## src/rtl/defog_airlight_ctrl.sv

```systemverilog
// Per-frame atmospheric-light (A) estimator: tracks the dark-channel frame maximum and
// steps A toward its clamped value once per frame. Optional stats via DEFOG_AIRLIGHT_STATS_EN.
module defog_airlight_ctrl #(
  parameter logic [7:0] A_DEFAULT    = 8'd255,
  parameter logic [7:0] A_MIN        = 8'd128,
  parameter logic [7:0] A_MAX        = 8'd250,
  parameter int         SMOOTH_SHIFT = 2,
  parameter int         MIN_PIXELS   = 1024,
  parameter int         CNT_W        = 22
) (
  input  logic             pixelclk,
  input  logic             reset,
  input  logic             enable,
  input  logic [7:0]       dark_chanel_value,
  input  logic             dark_de,
  input  logic             dark_vsync,
  output logic [7:0]       a,
  output logic             a_update,
  output logic             frame_err
`ifdef DEFOG_AIRLIGHT_STATS_EN
  ,
  output logic [15:0]      frame_cnt,
  output logic [7:0]       last_max,
  output logic [CNT_W-1:0] last_pix
`endif
);

  typedef enum logic [1:0] {IDLE, ACCUM, CALC, UPDATE} state_t;

  state_t                  state_q;
  logic                    vs_q;
  logic                    vs_rise_q;
  logic [7:0]              max_q;
  logic [CNT_W-1:0]        cnt_q;
  logic signed [8:0]       step_q;
  logic [7:0]              a_q;
  logic                    upd_q;
  logic                    err_q;

  logic                    pix_ok;
  logic [7:0]              max_d;
  logic [CNT_W-1:0]        cnt_d;
  logic [7:0]              tgt_d;
  logic signed [8:0]       diff_d;
  logic signed [8:0]       step_d;
  logic [7:0]              a_d;
  logic                    cnt_ok;

  function automatic logic [7:0] clamp_a(input logic [7:0] v);
    if (v < A_MIN) return A_MIN;
    if (v > A_MAX) return A_MAX;
    return v;
  endfunction

  // Arithmetic shift floors; a residual non-zero error still moves A by one LSB
  // so A always converges onto the target instead of stalling short of it.
  function automatic logic signed [8:0] smooth_step(input logic signed [8:0] d);
    logic signed [8:0] s;
    s = d >>> SMOOTH_SHIFT;
    if (s == 9'sd0 && d != 9'sd0) s = d[8] ? -9'sd1 : 9'sd1;
    return s;
  endfunction

  always_comb begin
    pix_ok = dark_de & ~dark_vsync;
    max_d  = (dark_chanel_value > max_q) ? dark_chanel_value : max_q;
    cnt_d  = (&cnt_q) ? cnt_q : cnt_q + CNT_W'(1);
    tgt_d  = clamp_a(max_q);
    diff_d = $signed({1'b0, tgt_d}) - $signed({1'b0, a_q});
    step_d = smooth_step(diff_d);
    a_d    = 8'($signed({1'b0, a_q}) + step_q);
    cnt_ok = (cnt_q >= CNT_W'(MIN_PIXELS));
  end

  always_ff @(posedge pixelclk or posedge reset) begin
    if (reset) begin
      state_q   <= IDLE;
      vs_q      <= 1'b0;
      vs_rise_q <= 1'b0;
      max_q     <= '0;
      cnt_q     <= '0;
      step_q    <= '0;
      a_q       <= A_DEFAULT;
      upd_q     <= 1'b0;
      err_q     <= 1'b0;
    end else begin
      vs_q      <= dark_vsync;
      vs_rise_q <= dark_vsync & ~vs_q;
      upd_q     <= 1'b0;
      case (state_q)
        IDLE: begin
          if (vs_rise_q) begin
            max_q   <= '0;
            cnt_q   <= '0;
            state_q <= ACCUM;
          end
        end
        ACCUM: begin
          if (pix_ok) begin
            max_q <= max_d;
            cnt_q <= cnt_d;
          end
          if (vs_rise_q) state_q <= CALC;
        end
        CALC: begin
          step_q  <= step_d;
          state_q <= UPDATE;
        end
        UPDATE: begin
          if (cnt_ok) begin
            a_q   <= a_d;
            upd_q <= 1'b1;
            err_q <= 1'b0;
          end else begin
            err_q <= 1'b1;
          end
          max_q   <= '0;
          cnt_q   <= '0;
          state_q <= ACCUM;
        end
        default: state_q <= IDLE;
      endcase
      // Bypass overrides any frame update; the FSM keeps tracking frames meanwhile.
      if (!enable) begin
        a_q   <= A_DEFAULT;
        upd_q <= (a_q != A_DEFAULT);
      end
    end
  end

  assign a         = a_q;
  assign a_update  = upd_q;
  assign frame_err = err_q;

`ifdef DEFOG_AIRLIGHT_STATS_EN
  logic [15:0]      frame_cnt_q;
  logic [7:0]       last_max_q;
  logic [CNT_W-1:0] last_pix_q;

  always_ff @(posedge pixelclk or posedge reset) begin
    if (reset) begin
      frame_cnt_q <= '0;
      last_max_q  <= '0;
      last_pix_q  <= '0;
    end else if (state_q == UPDATE) begin
      frame_cnt_q <= frame_cnt_q + 16'd1;
      last_max_q  <= max_q;
      last_pix_q  <= cnt_q;
    end
  end

  assign frame_cnt = frame_cnt_q;
  assign last_max  = last_max_q;
  assign last_pix  = last_pix_q;
`endif

endmodule
```

## config.mk

```make
export PLATFORM = sky130hd
export DESIGN_NAME = defog_airlight_ctrl
export DESIGN_NICKNAME = d
export VERILOG_FILES = /design/src/rtl/defog_airlight_ctrl.sv
export SDC_FILE = /design/constraint.sdc
export NUM_CORES = 1
export LEC_CHECK = 0
export CAP_MARGIN = 20
export CORE_MARGIN = 10
export CORE_UTILIZATION = 55
export CTS_BUF_LIST = sky130_fd_sc_hd__clkbuf_2
export DETAILED_ROUTE_END_ITERATION = 10
export PLACE_DENSITY = 0.77
export SLEW_MARGIN = 20
export SYNTH_ARGS = -nofsm -noshare
export SYNTH_HDL_FRONTEND = slang
export SYNTH_SLANG_ARGS = --single-unit
export TNS_END_PERCENT = 100
```

## constraint.sdc

```tcl
create_clock -name pixelclk -period 2 [get_ports pixelclk]
set_input_delay 0.5 -clock pixelclk [delete_from_list [all_inputs] [get_ports pixelclk]]
set_output_delay 0.5 -clock pixelclk [all_outputs]
set_load 0.02 [all_outputs]
```

==> key figures <==
Worst setup path
  – Worst Path Arrival: 2.90 ns
  – Worst Path Required: 2.44 ns
  – Crit path kind: register to register
  – Worst r2r src: max_q[3]$_DFFE_PP0P_
  – Reg2reg path depth: 10
  – Startpoint Class: register
  – Worst-path maximum fanout: 2
  – CP Capture Type: register
  – Reg-to-Reg End: step_q[0]$_DFFE_PP0N_
  – R2R setup slack: -0.45 ns

Die
  – Initial core utilization: 56.2%
  – Die area: 10,000 um2
  – I/O pins: 23
  – Die height: 100 um
  – Core Region: 6280 um2
  – Core Rows: 29
  – Die width: 100 um

Hold path
  – Hold Crit Class: input pin to asynchronous set/reset pin

GRT
  – Global Route met1 Usage: 20.3%
  – Vias in the first global route: 3,269
  – Met2 Use GR: 33.2%
  – Initial antenna violation count: 0
  – GR Layer Usage met3: 3.09%
  – GRT overflow: 0
  – First-pass GRT wire length: 15.2 mm
  – GRT Max-Usage Layer: met2
  – Largest net degree at the start of global routing: 20
  – Gr usage total: 18.0%

Logic synthesis
  – Yosys reg bits: 51
  – Post-synthesis cell area: 3530 um2
  – Syn nets: 439
  – Cells after Synth: 393
  – Cell with the most instances after synthesis: nand2_1
  – Yosys warning count: 0
  – Dominant synthesized flop cell: dfrtp_1
  – Ys async rst share: 100%
  – Post-synth EDFFs: 0
  – Syn Area/Cell: 8.97 um2
  – Yosys top cell area share: 30.5%
  – Synth cell count leaders: nand2_1, dfrtp_1, inv_1
  – Top cells by area, synth: dfrtp_1, ha_1, dfstp_2
  – Seq/Total Area, Yosys: 36.5%
  – Post-synth top area cell: dfrtp_1
  – Synth unique cells: 65

Power and ir drop
  – Sw Ratio: 42.9%
  – LEAKAGE: 2.32 nW
  – Design Power: 5.82 mW
  – P per Cell Area: 1220 nW/um2
  – Clock network power share: 7.5%
  – Power Internal: 3.32 mW
  – Peak supply drop: 0.00109 V
  – Flop pwr share: 25.1%
  – NetSw: 2.50 mW
  – Logic pwr share: 67.5%

Place
  – Placed Instances: 535
  – DP Area: 4260 um2
  – DP HPWL: 6.31 mm
  – Placer congestion estimate: 0.833
  – DP Worst Slack: -0.519 ns
  – IO buf count: 22

Timing
  – Fin. max-slew vios: 0
  – Minimum clock period: 2.45 ns
  – Setup TNS: -3.05 ns
  – Fin worst setup slack: -0.454 ns
  – Unrepaired setup endpoints after global routing: true
  – Worst Skew: 0.0455 ns
  – Fmax: 407 MHz
  – Hold slack: 0.234 ns
  – Fin crit share: 123%
  – Setup Viol. Count Final: 18
  – Hold Vio Cnt, Final: 0

Status
  – Outcome: finished with violations
  – Failing checks: negative setup slack

CTS
  – Clock Sinks: 51
  – Clk_lat worst skew: 0.46 ns
  – TritonCTS clock tree: yes
  – Clock buffer count from CTS: 5
  – Root buffer selected by CTS: clkbuf_2
  – H-tree level count: 2
  – Clk slew on worst S/H paths: 0.30 ns
  – Hold_buf cts: 0
  – Maximum clock insertion buffer count: 2

Final layout
  – Layout net count: 541
  – Final Cell Area: 4790 um2
  – Antenna cell count: 0
  – Reg area: 1290 um2
  – Layout cell share with drive strength beyond 1: 34.7%
  – Final core occ: 76.3%
  – Post-Layout Cell Count: 573
  – Area Overhead vs Synth: 35.7%
  – # fillers: 393
  – Multi-input gate area in the final layout: 2340 um2

Routing
  – DRT antenna net count: 0
  – Routed vias/inst: 5.75
  – Via count: 3,293
  – # DRC: 0
  – Initial DRC count: 177
  – Drt pass-1 iters: 4
  – Final WL: 9.79 mm
  – Post-DR wirelength/cell: 17.1 um

Run
  – Max Cap Viol: 0
[placed cells by master, fill, tap and decap left out, types with 6 or more instances in the layout]
cell / n
a21oi_1: 17
nand3_1: 11
o21ai_0: 19
nand2_1: 46
nor2_1: 28
mux2i_1: 17
clkdlybuf4s50_1: 12
nand4_1: 11
clkbuf_2: 6
dfrtp_1: 43
dfstp_2: 8
ha_1: 19
nor3_1: 10
o21ai_1: 7
buf_4: 73
o211ai_1: 6
buf_6: 12
inv_1: 26
ha_4: 10
[cells by family (layout without fill, tap and decap cells)]
kind of cell             Yosys count  in the layout  synth area share [%]
buffers and inverters             45            147                  5.71
other                              1              1                 0.106
flip-flops                        51             51                  36.5
AO/OA/AOI/OAI                     81             82                  14.5
XOR/XNOR                          10             10                  2.48
multiplexers                      19             19                  5.46
AND/OR/NAND/NOR                  153            153                  23.1
adder cells (fa/ha/maj)           33             33                  12.1
[per-layer routing]
layer	routed length, um	share of wire (%)
met5	0	0
met4	320	3.3
met3	304	3.1
met2	5190	53
met1	3980	41
[repair_timing]
| item | 4_1_cts | 5_1_grt |
|---|---|---|
| setup buffers | 16 | 18 |
| hold endpoints to repair | 0 | 0 |
| gates cloned | 0 | 1 |
| gates resized for setup | 46 | 45 |
| endpoints found under the setup margin | 26 | 42 |
| pin swaps | 19 | 26 |
[worst max-delay path: stages, from the launching register on]
cell      delay [ns]
dfrtp_1         0.43
nand4_1         0.21
o211ai_1        0.33
ha_2            0.25
fa_2            0.21
buf_4           0.12
xor2_2          0.22
nand3_1         0.13
nor3_1          0.19
and3b_1         0.19
a31o_2          0.15
[worst max path at each step]
stage | from | end | slack [ns] | cells after the start
after floorplan | max_q[4]$_DFFE_PP0P_ | step_q[0]$_DFFE_PP0N_ | -0.12 | 10
after global placement | dark_chanel_value[1] | max_q[7]$_DFFE_PP0P_ | -0.48 | 9
after detailed placement | dark_chanel_value[1] | max_q[0]$_DFFE_PP0P_ | -0.52 | 9
after CTS | max_q[3]$_DFFE_PP0P_ | step_q[0]$_DFFE_PP0N_ | -0.31 | 12
after global routing | max_q[3]$_DFFE_PP0P_ | step_q[0]$_DFFE_PP0N_ | -0.53 | 10
final | max_q[3]$_DFFE_PP0P_ | step_q[0]$_DFFE_PP0N_ | -0.45 | 10
[sequential cells by signal, indices dropped and copies added (netlist names)]
register / cells
cnt_q: 22
a: 8
max_q: 8
step_q: 7
state_q: 2
a_update: 1
frame_err: 1
vs_q: 1
vs_rise_q: 1
[power groups by stage]
stage	logic, mW	registers [mW]	clock network, mW
floorplan	1.84	1.50	0
global placement	2.74	1.44	0
detailed placement	2.84	1.45	0
CTS	3.35	1.44	0.443
global route	4.25	1.48	0.484
finish	3.92	1.46	0.434
[layout make-up]
type / count / area share [%]
clock inverters: 3 / 0.418
inverters: 33 / 2.69
repair buffers: 106 / 18.5
clock buffers: 5 / 0.523
multi-input cells: 298 / 49.0
well taps: 77 / 2.01
flip-flops and latches: 51 / 26.9
(Power assumes the default switching activity.)
